## src/rtl/seg_scan_ctrl_pkg.sv

```systemverilog
// Shared constants for the seven-segment scan controller: digit enables, blank codes and
// banner glyphs, all active-low.
package seg_scan_ctrl_pkg;

  localparam logic [3:0] SEG_EN_D0 = 4'b0111;
  localparam logic [3:0] SEG_EN_D1 = 4'b1011;
  localparam logic [3:0] SEG_EN_D2 = 4'b1101;
  localparam logic [3:0] SEG_EN_D3 = 4'b1110;
  localparam logic [3:0] EN_OFF    = 4'hF;

  localparam logic [7:0] SEG_OFF = 8'hFF;
  localparam logic [7:0] SEG_S   = 8'h92;
  localparam logic [7:0] SEG_U   = 8'hC1;
  localparam logic [7:0] SEG_C   = 8'hC6;

  typedef enum logic {PhBlank, PhDrive} phase_e;

  function automatic logic [3:0] digit_en(input logic [1:0] dig);
    logic [3:0] en;
    unique case (dig)
      2'd0:    en = SEG_EN_D0;
      2'd1:    en = SEG_EN_D1;
      2'd2:    en = SEG_EN_D2;
      default: en = SEG_EN_D3;
    endcase
    return en;
  endfunction

  // "SUCC" banner, leftmost digit first.
  function automatic logic [7:0] banner_code(input logic [1:0] dig);
    logic [7:0] seg;
    unique case (dig)
      2'd0:    seg = SEG_S;
      2'd1:    seg = SEG_U;
      default: seg = SEG_C;
    endcase
    return seg;
  endfunction

endpackage

```

## src/rtl/seg_hex_decode.sv

```systemverilog
// Combinational 4-bit to active-low seven-segment hex decoder, {dp,g,f,e,d,c,b,a}; dp off.
module seg_hex_decode (
  input  logic [3:0] nibble,
  output logic [7:0] seg
);

  always_comb begin
    seg = 8'hFF;
    unique case (nibble)
      4'h0: seg = 8'hC0;
      4'h1: seg = 8'hF9;
      4'h2: seg = 8'hA4;
      4'h3: seg = 8'hB0;
      4'h4: seg = 8'h99;
      4'h5: seg = 8'h92;
      4'h6: seg = 8'h82;
      4'h7: seg = 8'hF8;
      4'h8: seg = 8'h80;
      4'h9: seg = 8'h90;
      4'hA: seg = 8'h88;
      4'hB: seg = 8'h83;
      4'hC: seg = 8'hC6;
      4'hD: seg = 8'hA1;
      4'hE: seg = 8'h86;
      4'hF: seg = 8'h8E;
      default: seg = 8'hFF;
    endcase
  end

endmodule

```

## src/rtl/seg_scan_ctrl.sv

```systemverilog
// 4-digit common-anode scan controller: slot/digit counters, per-frame input snapshot,
// blank/drive phase and banner/hex/dark priority mux feeding registered outputs.
module seg_scan_ctrl
  import seg_scan_ctrl_pkg::*;
#(
  parameter int unsigned DIV   = 65536,
  parameter int unsigned BLANK = 256
) (
  input  logic        clk,
  input  logic        reset,
  input  logic        pass,
  input  logic        err,
  input  logic [15:0] value,
  output logic [3:0]  segan_en,
  output logic [7:0]  segans,
  output logic        frame_tick
);

  localparam int unsigned   CntW     = (DIV > 1) ? $clog2(DIV) : 1;
  localparam logic [CntW-1:0] CntLast = CntW'(DIV - 1);
  localparam int            BlankInt = int'(BLANK);

  logic [CntW-1:0] cnt_q, cnt_d;
  logic [1:0]      dig_q, dig_d;
  logic            s_pass_q, s_err_q;
  logic [15:0]     s_value_q;
  logic [3:0]      en_q, en_d;
  logic [7:0]      seg_q, seg_d;
  logic            tick_q, tick_d;
  logic            slot_end, frame_end;
  phase_e          phase;
  logic [3:0]      nibble;
  logic [7:0]      hex_seg;

  seg_hex_decode u_hex (
    .nibble (nibble),
    .seg    (hex_seg)
  );

  always_comb begin
    slot_end  = (cnt_q == CntLast);
    frame_end = slot_end && (dig_q == 2'd3);
    cnt_d     = slot_end ? '0 : cnt_q + CntW'(1);
    dig_d     = slot_end ? dig_q + 2'd1 : dig_q;
    // Signed compare keeps BLANK == 0 from becoming a constant unsigned test.
    phase     = (int'({1'b0, cnt_q}) < BlankInt) ? PhBlank : PhDrive;

    unique case (dig_q)
      2'd0:    nibble = s_value_q[15:12];
      2'd1:    nibble = s_value_q[11:8];
      2'd2:    nibble = s_value_q[7:4];
      default: nibble = s_value_q[3:0];
    endcase

    en_d   = EN_OFF;
    seg_d  = SEG_OFF;
    tick_d = frame_end;
    if (phase == PhDrive) begin
      en_d = digit_en(dig_q);
      if (s_pass_q) begin
        seg_d = banner_code(dig_q);
      end else if (s_err_q) begin
        seg_d = hex_seg;
      end
    end
  end

  always_ff @(posedge clk) begin
    if (reset) begin
      cnt_q     <= '0;
      dig_q     <= 2'd0;
      s_pass_q  <= 1'b0;
      s_err_q   <= 1'b0;
      s_value_q <= 16'h0000;
      en_q      <= EN_OFF;
      seg_q     <= SEG_OFF;
      tick_q    <= 1'b0;
    end else begin
      cnt_q  <= cnt_d;
      dig_q  <= dig_d;
      en_q   <= en_d;
      seg_q  <= seg_d;
      tick_q <= tick_d;
      if (frame_end) begin
        s_pass_q  <= pass;
        s_err_q   <= err;
        s_value_q <= value;
      end
    end
  end

  assign segan_en   = en_q;
  assign segans     = seg_q;
  assign frame_tick = tick_q;

endmodule

```

## config.mk

```make
export PLATFORM = sky130hd
export DESIGN_NAME = seg_scan_ctrl
export DESIGN_NICKNAME = d
export VERILOG_FILES = /design/src/rtl/seg_scan_ctrl_pkg.sv /design/src/rtl/seg_hex_decode.sv /design/src/rtl/seg_scan_ctrl.sv
export SDC_FILE = /design/constraint.sdc
export NUM_CORES = 1
export LEC_CHECK = 0
export CORE_ASPECT_RATIO = 1.2
export CORE_MARGIN = 2
export CORE_UTILIZATION = 49
export DETAILED_ROUTE_END_ITERATION = 10
export PLACE_DENSITY_LB_ADDON = 0.12
export SLEW_MARGIN = 15
export SYNTH_ARGS = -nofsm -noshare
export SYNTH_HDL_FRONTEND = slang
export SYNTH_HIERARCHICAL = 1
export SYNTH_SLANG_ARGS = --single-unit
```

## constraint.sdc

```tcl
create_clock -name clk -period 2.3 [get_ports clk]
set_input_delay 0.69 -clock clk [delete_from_list [all_inputs] [get_ports clk]]
set_output_delay 0.69 -clock clk [all_outputs]
set_load 0.02 [all_outputs]
```

==> results of run 1 <==
==> cell usage after synthesis (2+ instances only) <==
cell      count  area [um2]
mux2_2        2        22.5
o22ai_1       2        12.5
inv_1        14        52.6
a21oi_1       3        15.0
nand4b_1     18         158
buf_4         3        22.5
nor3_1        3        15.0
o31ai_1       6        45.0
a22o_1        2        17.5
nor2_1       25        93.8
xor2_1        4        35.0
nand3_1       2        10.0
mux2i_1       9        90.1
buf_2         2        10.0
ha_1         15         188
clkbuf_1      9        33.8
nor4_1        5        31.3
nand4_1       4        25.0
dfxtp_1      49         981
xnor2_1       9        78.8
o21ai_0      10        50.1
o21ai_2      10        87.6
nor2b_1       2        12.5
a222oi_1      4        40.0
nand2b_1     12        75.1
nand2_1      19        71.3
==> worst min path at each step <==
stage                             from      endpoint  slack (ns)  cells after the start
after floorplan               cnt_q[0]      cnt_q[0]        0.44                      1
after global placement        cnt_q[0]      cnt_q[0]        0.46                      1
final                         cnt_q[0]      cnt_q[0]        0.48                      1
after detailed placement  s_value_q[3]  s_value_q[3]        0.47                      2
after CTS                     cnt_q[0]      cnt_q[0]        0.49                      1
after global routing      s_value_q[4]  s_value_q[4]        0.50                      2
==> cell families after synthesis <==
group                      Yosys count  synth area share [%]
AOI/OAI and AO/OA                   40                  12.0
buffers and inverters               31                  6.03
xor gates and xnor gates            13                  4.61
and+or+nand+nor                     99                  24.3
other                                1                 0.152
muxes                               12                  5.62
adders and majority gates           15                  7.60
DFF                                 49                  39.7
==> sequential cells by signal, summed over array words and instances (netlist names) <==
signal / flops
frame_tick: 1
segans: 8
dig_q: 2
s_value_q: 16
cnt_q: 16
s_err_q: 1
segan_en: 4
s_pass_q: 1
==> per-stage QoR <==
step           power, mW  util (%)
2_1_floorplan      0.902         -
3_3_place_gp       0.942      59.2
3_5_place_dp       0.942      59.2
4_1_cts             1.55      61.9
5_1_grt             1.58      63.8
6_report            1.53      63.8
==> per-layer routing <==
| metal | vias to the layer above | share of wire [%] | global-route usage (%) |
|---|---|---|---|
| li1 | 996 | - | - |
| met1 | 906 | 46 | 25.5 |
| met2 | 34 | 49 | 30.2 |
| met3 | 6 | 3.9 | 4.25 |
| met4 | 0 | 1.6 | 8.24 |
| met5 | - | 0 | 0 |
==> what timing repair did <==
item	4_1_cts	5_1_grt
gates resized for setup	1	18
pin swaps	1	4
gates cloned	0	0
setup endpoints to repair	2	5
buffers inserted	2	3
==> final cells by class <==
| class | instances | area (um2) | area share, % |
|---|---|---|---|
| well taps | 60 | 75.1 | 2.40 |
| clock buffers | 7 | 108 | 3.44 |
| clock inverters | 1 | 7.51 | 0.240 |
| repair buffers | 51 | 492 | 15.7 |
| flip-flops and latches | 49 | 988 | 31.6 |
| multi-input cells | 180 | 1400 | 44.8 |
| inverters | 14 | 57.6 | 1.84 |
==> power by group <==
group          internal [mW]  switching [mW]
registers              0.850         0.00510
logic                 0.0438          0.0220
clock network          0.310           0.294
==> results.md, run 1 <==
* Post-synth ARST share at 0%
* Crit path DAT at 2.64 ns
* Slowest CP cell: mux4_1
* Delay-heaviest family, CP: multiplexers
* 1st-pass router iterations at 6
* # DRC at 0
* Most common cell after layout, fill and taps aside: dfxtp_1
* Via count at 1942
* Pre-CTS setup slack at -0.00507 ns
* Width of the chip at 68.8 um
* Root Driver: clkbuf_8
* Max FO, Critical Path at 5
* First-pass GRT wire length at 8040 um
* Synth Cell Area at 2470 um2
* Max_slew headroom at 53.3%
* # nets final at 336
* Worst skew pair latency at 0.31 ns
* Mean area per synthesized cell at 9.50 um2
* FF-to-FF path depth at 10
* Dominant synthesized flop cell: dfxtp_1
* Number of synthesis warnings at 6
* CTS buffer count at 5
* Remaining antenna violation count at 0
* Die Footprint at 5630 um2
* Crit. End Element: flip-flop
* Vias per inst at 5.36
* Failing checks: setup timing
* CTS tree: done
* Final hold vios at 0
* Die H at 81.8 um
* # IOs at 33
* Worst slew pin tran at 0.701 ns
* Placed cell count at 349
* PwrDens at 487 nW/um2
* DR iter-0 viols at 81
* CP Class: reg2reg
* Max_cap viols at 0
* # clock sinks at 49
* Final Instance Count excl. Fillers at 362
* Critical Path End: segans[3]
* Post-synthesis sequential area ratio at 39.7%
* Slew Viols, Final at 0
* Part of the cycle the worst path needs at 106%
* F_max at 409 MHz
* Fin area at 3130 um2
* Final worst setup slack at -0.142 ns
* Leak at 1.12 nW
* VDD IR-drop max at 0.343 mV
* Critical path startpoint: dig_q[0]
* Vias in the first global route at 1713
* Synth Register Bits at 49
* GP Congestion at 0.821
* Hpwl dp at 3490 um
* FILL cells at 419
* WP depth at 10
* Most frequent cells in the layout: 47 x dfxtp_1, 32 x clkdlybuf4s50_1, 25 x nor2_1
* WL final at 5090 um
* P&R area growth vs syn at 26.7%
* DP Area at 2900 um2
* Initial antenna violation count at 0
* Critical Path Max Stage Delay at 0.47 ns
* Hold WC Path Type: reg2reg
* Reg-to-Reg End: segans[3]
* RSZ-0062 raised after global routing: true
* Setup Viol. Count Final at 3
* Buf/Inv on CP at 3
* Register-to-register setup slack at -0.14 ns
* CTS max path bufs at 2
* Initial Utilization at 50.4%
* Wire per inst at 14.1 um
* Diode count at 0
* CP required at 2.50 ns
* Fin Setup TNS at -0.246 ns
* Critical-path cell list: buf_12 > ha_4 > a222oi_1 > mux2i_2 > inv_2 > ha_1 > inv_1 > mux4_1 > o21ai_1 > nand2_1
* Post-synth EDFFs at 0
* FP Rows at 28
* Cells after synthesis at 260
* IO buf count at 32
* Post-synth cell types at 43
* Clock skew at 0.00619 ns
* Final hold slack at 0.481 ns
* Layout cell share with drive strength beyond 1 at 19.2%
* Status: complete, but fails checks
* Largest net degree at the start of global routing at 49
* Setup crit start kind: flip-flop
* Syn_nets at 295
* Core area at 4900 um2
* Total global routing overflow at 0
* Hold_buf cts at 0
* Reg2Reg Launch Point: dig_q[0]
* Clk pin slew, worst setup/hold paths at 0.09 ns
* Min Tclk post-route at 2.44 ns
* H-tree depth at 2
* Total track usage at 19.3%
Power figures use the tool's default switching activity.
==> run 2, diff against run 1 <==
--- a/config.mk
+++ b/config.mk
@@ -5,10 +5,13 @@
 export SDC_FILE = /design/constraint.sdc
 export NUM_CORES = 1
 export LEC_CHECK = 0
+export CELL_PAD_IN_SITES_DETAIL_PLACEMENT = 2
+export CELL_PAD_IN_SITES_GLOBAL_PLACEMENT = 2
 export CORE_ASPECT_RATIO = 1.2
 export CORE_MARGIN = 2
-export CORE_UTILIZATION = 49
+export CORE_UTILIZATION = 31
 export DETAILED_ROUTE_END_ITERATION = 10
+export MAX_ROUTING_LAYER = met4
 export PLACE_DENSITY_LB_ADDON = 0.12
 export SLEW_MARGIN = 15
 export SYNTH_ARGS = -nofsm -noshare
==> results.md, run 2 (synthesized netlist as in run 1, its figures left out) <==
* Status: complete, but fails checks
* Failing checks: setup timing
* Wire per inst at 17.0 um
* Final Core Density at 42.7%
* # clock sinks at 49
* GP Congestion at 0.830
* Width of the chip at 85.5 um
* # IOs at 33
* Fin area at 3290 um2
* Reg power frac at 60.6%
* # nets final at 353
* Final worst setup slack at -0.104 ns
* Die H at 102 um
* Setup crit start kind: flip-flop
* Most frequent cells in the layout: 47 x dfxtp_1, 34 x buf_4, 32 x clkdlybuf4s50_1
* Initial antenna violation count at 0
* H-tree depth at 2
* Slowest CP cell: mux4_1
* First-pass GRT wire length at 11000 um
* F_max at 416 MHz
* FILL cells at 852
* Final hold vios at 0
* Via count at 2092
* Critical Path Max Stage Delay at 0.50 ns
* Clk pin slew, worst setup/hold paths at 0.09 ns
* CTS max path bufs at 2
* IO buf count at 32
* Core area at 7710 um2
* Max_cap viols at 0
* RSZ-0062 raised after global routing: true
* Layout cell share with drive strength beyond 1 at 25.2%
* CP Class: reg2reg
* Total track usage at 16.5%
* CTS buffer count at 5
* Sw frac at 22.0%
* DR iter-0 viols at 48
* Internal at 1.10 mW
* Clock share of power at 34.6%
* Setup Viol. Count Final at 3
* Slew Viols, Final at 0
* Die Footprint at 8700 um2
* Pre-CTS setup slack at -0.0982 ns
* DP Area at 3060 um2
* Initial Utilization at 32.0%
* Crit. End Element: flip-flop
* Crit path DAT at 2.60 ns
* CTS tree: done
* Min Tclk post-route at 2.40 ns
* Clock skew at 0.0113 ns
* Hold WC Path Type: reg2reg
* FP Rows at 35
* Total global routing overflow at 0
* 1st-pass router iterations at 4
* Leak at 1.19 nW
* Hpwl dp at 4920 um
* P&R area growth vs syn at 33.1%
* # DRC at 0
* Diode count at 0
* PwrDens at 429 nW/um2
* WL final at 6990 um
* Largest net degree at the start of global routing at 25
* Remaining antenna violation count at 0
* CP required at 2.49 ns
* Part of the cycle the worst path needs at 105%
* Vias per inst at 5.10
* Max FO, Critical Path at 5
* VDD IR-drop max at 0.204 mV
* Combinational share of power at 4.8%
* Worst skew pair latency at 0.30 ns
* Root Driver: clkbuf_8
* Most common cell after layout, fill and taps aside: dfxtp_1
* Vias in the first global route at 2135
* Critical-path cell list: inv_4 > ha_2 > a222oi_1 > mux2i_2 > inv_2 > buf_4 > ha_1 > mux4_1 > o21ai_1 > nand2_1
* Net Switching at 0.310 mW
[run 2: layer usage]
metal | wire (um) | GRT usage, % | share of wire, % | vias to the layer above
met4 | 34 | 3.66 | 0.49 | 0
met3 | 137 | 2.69 | 2.0 | 2
met1 | 3080 | 19.3 | 44 | 1035
met5 | 0 | - | 0 | -
li1 | - | - | - | 1029
met2 | 3740 | 29.7 | 53 | 26
[run 2: metrics by stage]
stage	setup TNS, ns	std cells	hold slack, ns	total power, mW
floorplan	0	260	0.437	0.902
global placement	-0.0182	396	0.455	0.943
detailed placement	-0.435	396	0.468	0.946
CTS	-0.0360	406	0.493	1.44
global route	-0.937	410	0.524	1.48
finish	-0.175	410	0.483	1.41
[run 2: final timing paths]
kind / to / slack [ns] / cells past startpoint / from
max reg2reg: segans[3] / -0.10 / 10 / dig_q[0]
min: cnt_q[0] / 0.48 / 1 / cnt_q[0]
max: segans[3] / -0.10 / 10 / dig_q[0]
min reg2reg: cnt_q[0] / 0.48 / 1 / cnt_q[0]
[run 2: what timing repair did]
item	CTS	global route
hold buffers	0	0
gates cloned	0	0
pin swaps	5	12
setup endpoints to repair	5	7
gates resized for setup	13	15
setup buffers	3	5
[run 2: critical path: cells and delay by family, from the launching register on]
kind | cells | cell delay (ns)
AO/OA/AOI/OAI | 2 | 0.23
adder cells (fa/ha/maj) | 2 | 0.43
buffers and inverters | 3 | 0.40
flip-flops | 1 | 0.39
multiplexers | 2 | 0.80
AND/OR/NAND/NOR | 1 | 0.06
[run 2: power groups by stage]
stage                     combinational (mW)  sequential [mW]  clock [mW]
after floorplan                       0.0274            0.875           0
after global placement                0.0672            0.876           0
after detailed placement              0.0690            0.877           0
after CTS                             0.0691            0.856       0.511
after global routing                  0.0743            0.857       0.554
final                                 0.0682            0.855       0.488
[run 2: area by class of cell]
class / instances / area (um2) / share of cell area (%)
Multi-Input combinational cell: 180 / 1450 / 43.9
Timing Repair Buffer: 68 / 607 / 18.5
Clock buffer: 6 / 72.6 / 2.21
Tap cell: 92 / 115 / 3.50
Inverter: 14 / 55.1 / 1.67
Sequential cell: 49 / 988 / 30.1
Clock inverter: 1 / 5.00 / 0.152
==> run 3, diff against run 2 <==
--- a/config.mk
+++ b/config.mk
@@ -10,10 +10,11 @@
 export CORE_ASPECT_RATIO = 1.2
 export CORE_MARGIN = 2
 export CORE_UTILIZATION = 31
+export CTS_CLUSTER_SIZE = 12
 export DETAILED_ROUTE_END_ITERATION = 10
+export GPL_ROUTABILITY_DRIVEN = 0
 export MAX_ROUTING_LAYER = met4
 export PLACE_DENSITY_LB_ADDON = 0.12
-export SLEW_MARGIN = 15
 export SYNTH_ARGS = -nofsm -noshare
 export SYNTH_HDL_FRONTEND = slang
 export SYNTH_HIERARCHICAL = 1
==> results of run 3 <==
Same layout as run 2: the final DEF is identical, and so are final timing and power.
